`config.mk`:
```
export PLATFORM = sky130hd
export DESIGN_NAME = seg_display_ctrl_flat
export DESIGN_NICKNAME = d
export VERILOG_FILES = /design/src/rtl/seg_display_ctrl_if.sv /design/src/rtl/seg_display_ctrl.sv /design/src/flat_wrapper.sv
export SDC_FILE = /design/constraint.sdc
export NUM_CORES = 1
export LEC_CHECK = 0
export CORE_MARGIN = 2
export CORE_UTILIZATION = 38
export DETAILED_ROUTE_END_ITERATION = 16
export PLACE_DENSITY = 0.66
export SYNTH_ARGS = -nofsm -noshare
export SYNTH_HDL_FRONTEND = slang
export SYNTH_SLANG_ARGS = --single-unit
```
`constraint.sdc`:
```
create_clock -name clk -period 1.7 [get_ports clk]
set_input_delay 0.255 -clock clk [delete_from_list [all_inputs] [get_ports clk]]
set_output_delay 0.255 -clock clk [all_outputs]
set_load 0.1 [all_outputs]
```
`src/rtl/seg_display_ctrl_if.sv`:
```
// Requester handshake and display-peripheral write bus for seg_display_ctrl.
// master = requester/peripheral side, slave = the controller.
interface seg_display_ctrl_if;
  logic        req0_valid;
  logic        req0_ready;
  logic [13:0] req0_value;
  logic [3:0]  req0_dot;
  logic        req1_valid;
  logic        req1_ready;
  logic [13:0] req1_value;
  logic [3:0]  req1_dot;
  logic [7:0]  wr_addr;
  logic [3:0]  wr_strb;
  logic [31:0] wr_data;
  logic        done;
  logic        done_id;
  logic        ovf;

  modport master (
    output req0_valid, req0_value, req0_dot,
    output req1_valid, req1_value, req1_dot,
    input  req0_ready, req1_ready,
    input  wr_addr, wr_strb, wr_data, done, done_id, ovf
  );

  modport slave (
    input  req0_valid, req0_value, req0_dot,
    input  req1_valid, req1_value, req1_dot,
    output req0_ready, req1_ready,
    output wr_addr, wr_strb, wr_data, done, done_id, ovf
  );
endinterface

```
`src/rtl/seg_display_ctrl.sv`:
```
// Two-requester 4-digit 7-segment display controller: arbitrate, clamp, double-dabble, write.
// Optional macro SEG_BLANK_LEADING_ZERO_EN clears enables of leading-zero digits above digit 0.
//
// state | meaning
// IDLE  | waiting for a request, ready offered to the granted requester
// CONV  | 14 shift-add-3 cycles, one binary bit per cycle
// WDATA | digit word written to address 0
// WMODE | scan-all mode written to address 1, done pulsed
module seg_display_ctrl (
  input  logic               clk,
  input  logic               rstn,
  seg_display_ctrl_if.slave  bus_if
);
  localparam logic [1:0] IDLE  = 2'd0;
  localparam logic [1:0] CONV  = 2'd1;
  localparam logic [1:0] WDATA = 2'd2;
  localparam logic [1:0] WMODE = 2'd3;

  localparam logic [13:0] MAX_VAL = 14'd9999;

  logic [1:0]  state_q;
  logic        ptr_q;
  logic        id_q;
  logic [3:0]  dot_q;
  logic [13:0] bin_q;
  logic [15:0] bcd_q;
  logic [3:0]  cnt_q;
  logic        ovf_q;
  logic [7:0]  wr_addr_q;
  logic [3:0]  wr_strb_q;
  logic [31:0] wr_data_q;
  logic        done_q;
  logic        done_id_q;

  logic        idle;
  logic        gnt1;
  logic        ready0;
  logic        ready1;
  logic        xfer;
  logic [13:0] sel_value;
  logic [3:0]  sel_dot;
  logic [15:0] bcd_adj;
  logic [15:0] bcd_d;
  logic [3:0]  en;
  logic [31:0] word_d;

  // Requester 1 wins when it is the sole valid one or the pointer names it.
  assign idle   = (state_q == IDLE);
  assign gnt1   = bus_if.req1_valid & (~bus_if.req0_valid | ptr_q);
  assign ready0 = idle & bus_if.req0_valid & ~gnt1;
  assign ready1 = idle & gnt1;
  assign xfer   = ready0 | ready1;

  assign sel_value = ready1 ? bus_if.req1_value : bus_if.req0_value;
  assign sel_dot   = ready1 ? bus_if.req1_dot   : bus_if.req0_dot;

  always_comb begin
    bcd_adj = bcd_q;
    for (int i = 0; i < 4; i++) begin
      if (bcd_q[4*i +: 4] >= 4'd5) bcd_adj[4*i +: 4] = bcd_q[4*i +: 4] + 4'd3;
    end
    bcd_d = {bcd_adj[14:0], bin_q[13]};
  end

`ifdef SEG_BLANK_LEADING_ZERO_EN
  assign en[3] = |bcd_d[15:12];
  assign en[2] = |bcd_d[15:8];
  assign en[1] = |bcd_d[15:4];
  assign en[0] = 1'b1;
`else
  assign en = 4'hF;
`endif

  // Assembled from bcd_d so the last shift lands directly in the WDATA word.
  always_comb begin
    word_d = '0;
    for (int k = 0; k < 4; k++) begin
      word_d[8*k +: 8] = {2'b00, en[k], dot_q[k], bcd_d[4*k +: 4]};
    end
  end

  always_ff @(posedge clk or negedge rstn) begin
    if (!rstn) begin
      state_q   <= IDLE;
      ptr_q     <= 1'b0;
      id_q      <= 1'b0;
      dot_q     <= '0;
      bin_q     <= '0;
      bcd_q     <= '0;
      cnt_q     <= '0;
      ovf_q     <= 1'b0;
      wr_addr_q <= '0;
      wr_strb_q <= '0;
      wr_data_q <= '0;
      done_q    <= 1'b0;
      done_id_q <= 1'b0;
    end else begin
      done_q <= 1'b0;
      case (state_q)
        IDLE: begin
          if (xfer) begin
            id_q    <= ready1;
            ptr_q   <= ~ready1;
            dot_q   <= sel_dot;
            bin_q   <= (sel_value > MAX_VAL) ? MAX_VAL : sel_value;
            ovf_q   <= (sel_value > MAX_VAL);
            bcd_q   <= '0;
            cnt_q   <= 4'd13;
            state_q <= CONV;
          end
        end
        CONV: begin
          bcd_q <= bcd_d;
          bin_q <= {bin_q[12:0], 1'b0};
          if (cnt_q == 4'd0) begin
            state_q   <= WDATA;
            wr_addr_q <= 8'd0;
            wr_strb_q <= 4'b1111;
            wr_data_q <= word_d;
          end else begin
            cnt_q <= cnt_q - 4'd1;
          end
        end
        WDATA: begin
          state_q   <= WMODE;
          wr_addr_q <= 8'd1;
          wr_strb_q <= 4'b0001;
          wr_data_q <= 32'h0000_000F;
          done_q    <= 1'b1;
          done_id_q <= id_q;
        end
        default: begin
          state_q   <= IDLE;
          wr_addr_q <= '0;
          wr_strb_q <= '0;
          wr_data_q <= '0;
        end
      endcase
    end
  end

  assign bus_if.req0_ready = ready0;
  assign bus_if.req1_ready = ready1;
  assign bus_if.wr_addr    = wr_addr_q;
  assign bus_if.wr_strb    = wr_strb_q;
  assign bus_if.wr_data    = wr_data_q;
  assign bus_if.done       = done_q;
  assign bus_if.done_id    = done_id_q;
  assign bus_if.ovf        = ovf_q;
endmodule

```
`src/flat_wrapper.sv`:
```
// flat-port wrapper written by rule: the top's interface ports become plain ports
module seg_display_ctrl_flat 
  (clk, rstn, bus_if_req0_valid, bus_if_req0_value, bus_if_req0_dot, bus_if_req1_valid, bus_if_req1_value, bus_if_req1_dot, bus_if_req0_ready, bus_if_req1_ready, bus_if_wr_addr, bus_if_wr_strb, bus_if_wr_data, bus_if_done, bus_if_done_id, bus_if_ovf);
  seg_display_ctrl_if bus_if_i ();
  input  logic clk;
  input  logic rstn;
  input wire logic [$bits(bus_if_i.req0_valid)-1:0] bus_if_req0_valid;
  input wire logic [$bits(bus_if_i.req0_value)-1:0] bus_if_req0_value;
  input wire logic [$bits(bus_if_i.req0_dot)-1:0] bus_if_req0_dot;
  input wire logic [$bits(bus_if_i.req1_valid)-1:0] bus_if_req1_valid;
  input wire logic [$bits(bus_if_i.req1_value)-1:0] bus_if_req1_value;
  input wire logic [$bits(bus_if_i.req1_dot)-1:0] bus_if_req1_dot;
  output wire logic [$bits(bus_if_i.req0_ready)-1:0] bus_if_req0_ready;
  output wire logic [$bits(bus_if_i.req1_ready)-1:0] bus_if_req1_ready;
  output wire logic [$bits(bus_if_i.wr_addr)-1:0] bus_if_wr_addr;
  output wire logic [$bits(bus_if_i.wr_strb)-1:0] bus_if_wr_strb;
  output wire logic [$bits(bus_if_i.wr_data)-1:0] bus_if_wr_data;
  output wire logic [$bits(bus_if_i.done)-1:0] bus_if_done;
  output wire logic [$bits(bus_if_i.done_id)-1:0] bus_if_done_id;
  output wire logic [$bits(bus_if_i.ovf)-1:0] bus_if_ovf;
  assign bus_if_i.req0_valid = bus_if_req0_valid;
  assign bus_if_i.req0_value = bus_if_req0_value;
  assign bus_if_i.req0_dot = bus_if_req0_dot;
  assign bus_if_i.req1_valid = bus_if_req1_valid;
  assign bus_if_i.req1_value = bus_if_req1_value;
  assign bus_if_i.req1_dot = bus_if_req1_dot;
  assign bus_if_req0_ready = bus_if_i.req0_ready;
  assign bus_if_req1_ready = bus_if_i.req1_ready;
  assign bus_if_wr_addr = bus_if_i.wr_addr;
  assign bus_if_wr_strb = bus_if_i.wr_strb;
  assign bus_if_wr_data = bus_if_i.wr_data;
  assign bus_if_done = bus_if_i.done;
  assign bus_if_done_id = bus_if_i.done_id;
  assign bus_if_ovf = bus_if_i.ovf;
  seg_display_ctrl u_core (.clk(clk), .rstn(rstn), .bus_if(bus_if_i));
endmodule
```
# [Yosys cells after proc, flatten, opt, wreduce, memory -nomap -nowiden]
# Cells that the tools add are included.
[word_totals] wordCells=70 regBits=89 input_bits=40 out_inout_bits=49
[op_classes] addsub=5 muxes=24 bitwise_logic=10 eq_ne=5 n_reduce_logical=8 n_lt_le_gt_ge=5
[ops] operator="$pmux W32 S3" count=1
[ops] operator="$mux W14" count=3
[ops] operator="$mux W32" count=1
[ops] operator="$pmux W16 S2" count=1
[ops] operator="$mux W4" count=7
[ops] operator="$pmux W14 S2" count=1
[ops] operator="$pmux W8 S3" count=1
[ops] operator="$ge A4 B3 Y1 const B" count=4
[ops] operator="$mux W16" count=1
[ops] operator="$gt A14 B14 Y1 const B" count=1
[ops] operator="$add A4 B2 Y4 const B" count=3
[ops] operator="$pmux W4 S3" count=1
[ops] operator="$mux W8" count=1
[ops] operator="$pmux W4 S2" count=1
[ops] operator="$reduce_and A2 Y1" count=4
[ops] operator="$pmux W2 S3" count=1
[ops] operator="$and A1 B1 Y1" count=4
[ops] operator="$logic_not A4 Y1" count=1
[ops] operator="$mux W2" count=2
[ops] operator="$ne A2 B2 Y1 const B" count=2
[ops] operator="$not A1 Y1" count=4
[ops] operator="$sub A4 B1 Y4 const B" count=1
[ops] operator="$add A3 B2 Y3 const B" count=1
[ops] operator="$mux W3" count=1
[ops] operator="other kinds (8)" count=9

# [Logic depth before layout (Yosys ltp)]
[logic_depth] depth_word=9 ltp_mapped=9 ltp_nobuf=7

# [Worst setup path after synthesis]
# No wires, ideal clock.
[synth_path] path_kind="reg-to-reg" startpoint="register u_core.state_q[0]" endpoint="register u_core.dot_q[0]" setup_ps=75 slack_ps=-1175 n_path_buf=1 arrival_time_ps=2800 path_stages_with_launch=8 cell_sequence="dfrtp_1 inv_1 ha_1 buf_6 nand2_1 a21oi_1 a222oi_1 inv_1"
[synth_between] elab_chain_len=5 word_cells_on_any_way=7 classes_between="mux (1); bitwise (4); reduce/logical (2)"
[synth_lines] element="start, declared" line="seg_display_ctrl.sv:21" text="logic [1:0] state_q;"
[synth_lines] element="start signal, assigned" line="seg_display_ctrl.sv:84" text="state_q <= IDLE;"
[synth_lines] element="start signal, assigned" line="seg_display_ctrl.sv:109" text="state_q <= CONV;"
[synth_lines] element="start signal, assigned" line="seg_display_ctrl.sv:116" text="state_q <= WDATA;"
[synth_lines] element="$logic_not A2 Y1" line="seg_display_ctrl.sv:48" text="assign idle = (state_q == IDLE);"
[synth_lines] element="$and A1 B1 Y1 (2 in series)" line="seg_display_ctrl.sv:50" text="assign ready0 = idle & bus_if.req0_valid & ~gnt1;"
[synth_lines] element="named net bus_if_req0_ready" line="flat_wrapper.sv:13" text="output wire logic [$bits(bus_if_i.req0_ready)-1:0] bus_if_req0_ready;"
[synth_lines] element="$or A1 B1 Y1" line="seg_display_ctrl.sv:52" text="assign xfer = ready0 | ready1;"
[synth_lines] element="$reduce_and A2 Y1 (no line)"
[synth_lines] element="end signal, assigned" line="seg_display_ctrl.sv:104" text="dot_q <= sel_dot;"
[synth_lines] element="end, declared" line="seg_display_ctrl.sv:24" text="logic [3:0] dot_q;"
# The timed path passes the listed nets, and every way through them passes these cells.
# A chain may end at the register's enable or synchronous reset.

# [Final worst setup path]
[layout_path] startpoint="register u_core.state_q[1]" endpoint="output bus_if_req1_ready"
[layout_between] elab_chain_len=2
[layout_lines] element="$logic_not A2 Y1" line="seg_display_ctrl.sv:48"
[layout_lines] element="$and A1 B1 Y1" line="seg_display_ctrl.sv:51" text="assign ready1 = idle & gnt1;"
[layout_lines] element="end, declared" line="flat_wrapper.sv:14" text="output wire logic [$bits(bus_if_i.req1_ready)-1:0] bus_if_req1_ready;"
# Every way passes these cells.

==> metrics.yaml <==
clock_tree:
  htree_levels: 3
  cts_buffers: 9
  clkSinkCount: 68
  clk_latency_ns: 0.36
  cts_tree: "built"
  cts_buffer_depth: 2
  cts_root_buf: "clkbuf_8"
  clkTransAtPathRegs_ns: 0.08
sta:
  fmax_mhz: 556.7
  slew_violations: 0
  whs_ns: 0.4225
  min_period_ns: 1.796
  worstMarginPinSlew_ns: 0.5466
  hold_viol: 0
  slew_headroom_pct: 63.56
  rsz0062_at_grt: "yes"
  setup_viol: 12
  fin_skew_ns: 0.006658
  timing.setup.tns_ns: -0.6603
  layout_worst_path_cycle_share_pct: 105.7
  fin_ws_ns: -0.09621
logic_synthesis:
  synthArstFlopShare_pct: 100.0
  yosysSeqAreaShare_pct: 45.59
  synth.distinct_cells: 49
  syn_area_um2: 3732
  synthTopCellsByCount: "80 x nand2_1, 68 x dfrtp_1, 41 x o21ai_0"
  synth_top_area_share_pct: 45.59
  ys.flop_type: "dfrtp_1"
  synth-edff-count: 0
  syn_avg_cell_area_um2: 9.216
  yosysWarnings: 0
  postSynthCellCount: 405
  synth_area_leaders: "dfrtp_1 46%, nand2_1 8.0%, o21ai_0 5.5%, buf_4 4.6%, ha_1 4.4%"
  yosysMostFrequentCell: "nand2_1"
  ys_ff_latch: 68
  synth_area_leader_cell: "dfrtp_1"
setup_path:
  start_kind: "flip-flop"
  worstSetupPathType: "flip-flop to primary output"
  cp_max_fo: 7
  reg2reg_slack_ns: -0.09
  end_kind: "primary output"
  crit_arrival_ns: 1.54
  worstPathRequired_ns: 1.44
cells_and_area:
  nNetsFinal: 591
  fillerInstances: 785
  drive_above_1_share_pct: 32.60
  num_antenna_cells: 0
  areaGrowthSynthToFinish_pct: 57.79
global_route:
  grt_max_degree: 26
  grt_pass1_wl_um: 16060
  met3_usage_pct: 5.017
  antenna_found_initial: 0
  use_met2_pct: 33.72
  track_usage_pct: 19.39
  met1_usage_pct: 23.86
  top_usage_layer: "met2"
  grt_pass1_vias: 3369
  overflow: 0
drt:
  dr.pass1.iters: 5
  wl_per_cell_um: 15.21
  drt_iter0_drc: 180
  vias: 3405
  drt.antenna.violating_nets: 0
  wl_um: 10280
  route.detailed.drc: 0
  viasPerCell: 5.037
pwr:
  power.density_nw_per_um2: 1672
  p_leak_nw: 2.657
  max-vdd-ir-drop_uv: 858.8
floorplanning:
  start_util_pct: 38.72
  rows: 36
  die_w_um: 103.1
  ios: 89
  die_h_um: 103.1
  core_area_um2: 9639
  die-area_um2: 10630
hold_path:
  hp-class: "input port to asynchronous set/reset pin"
job:
  drv_cap: 0
outcome:
  violations: "negative setup slack"
  status: "finished, violations left"
placement:
  portBuffers: 73
  place_ws_ns: -0.3724
  dp_hpwl_um: 7331
  gp_congestion: 0.8806
## cells in the final DEF, fill, tap and decap left out, types with 6 or more instances in the layout
master           instances
buf_6                    7
nand2b_1                 6
a21oi_1                  8
clkdlybuf4s50_1         38
dfrtp_1                 67
conb_1                  15
nand3_1                 11
o21ai_0                 34
nand2_1                 76
buf_4                   58
xnor2_1                  6
nor2_1                  16
mux2i_1                 11
inv_1                   15
ha_1                    10
a22oi_2                  6
buf_12                  40
o21ai_1                  6
clkbuf_8                10
## per-layer routing
layer  part of all wire [%]  wire, um  vias to the layer above
met5                      0         0                        -
met2                     52      5370                      100
met3                    4.5       463                       15
met4                    1.4       147                        0
li1                       -         -                     1630
met1                     42      4298                     1660
## flip-flops by register name (all words and copies together) (netlist names), 2 cells and up
signal                 flops
u_core.bcd_q              16
u_core.bin_q              14
u_core.bus_if.wr_data     20
u_core.bus_if.wr_strb      2
u_core.cnt_q               4
u_core.dot_q               4
u_core.state_q             2
## cell type report
type | instances | area, um2 | area share [%]
clock buffers | 11 | 141.4 | 2.401
repair buffers | 148 | 1765 | 29.98
flip-flops and latches | 68 | 1703 | 28.91
inverters | 20 | 80.08 | 1.360
well taps | 133 | 166.4 | 2.826
multi-input cells | 291 | 1973 | 33.50
clock inverters | 5 | 60.06 | 1.020
## worst max-delay path: stages, from the launching register on
cell,delay [ns]
dfrtp_1,0.39
inv_2,0.08
ha_4,0.20
buf_6,0.12
nand3_4,0.07
clkinv_4,0.07
buf_12,0.10
buf_12,0.16
## what timing repair did
item / in CTS / in global routing
hold endpoints to repair: 20 / 0
pin swaps: 2 / 9
buffers inserted: 9 / 4
gates cloned: 0 / 1
gates resized for setup: 13 / 48
setup endpoints to repair: 31 / 53
hold buffers: 1 / 0
## final timing paths
check | startpoint | cells past startpoint | endpoint
setup / recovery | u_core.state_q[1] | 7 | bus_if_req1_ready
hold / removal | rstn | 2 | u_core.bus_if.wr_data[3]
setup reg to reg | u_core.state_q[0] | 7 | u_core.bin_q[4]
hold reg to reg | u_core.bin_q[12] | 2 | u_core.bin_q[12]
max in group asynchronous | rstn | 3 | u_core.bin_q[9]
min in group clk | u_core.bin_q[12] | 2 | u_core.bin_q[12]
## power breakdown
group | leakage [nW] | internal (mW) | total, mW | switching (mW)
Combinational | 1.67 | 2.75 | 6.08 | 3.33
Clock | 0.0999 | 0.723 | 1.39 | 0.665
Sequential | 0.886 | 2.05 | 2.37 | 0.322
## kinds of logic (layout without fill, tap and decap cells)
| group | after synthesis | after routing | synth area share, % |
|---|---|---|---|
| AND/OR/NAND/NOR | 140 | 140 | 16.70 |
| AO/OA/AOI/OAI | 99 | 99 | 17.80 |
| flip-flops | 68 | 68 | 45.59 |
| buffers and inverters | 60 | 184 | 9.118 |
| multiplexers | 16 | 16 | 4.459 |
| adder cells (fa/ha/maj) | 13 | 13 | 4.358 |
| XOR/XNOR | 8 | 8 | 1.877 |
| other | 1 | 15 | 0.1005 |
## per-stage QoR
step,power (mW),area (um2),cells,util (%)
floorplan,5.399,3836,419,-
global placement,7.390,5328,645,55.27
detailed placement,7.530,5328,645,55.27
CTS,9.201,5653,671,58.64
global route,10.42,5889,676,61.10
finish,9.846,5889,676,61.10
(Power assumes the default switching activity.)
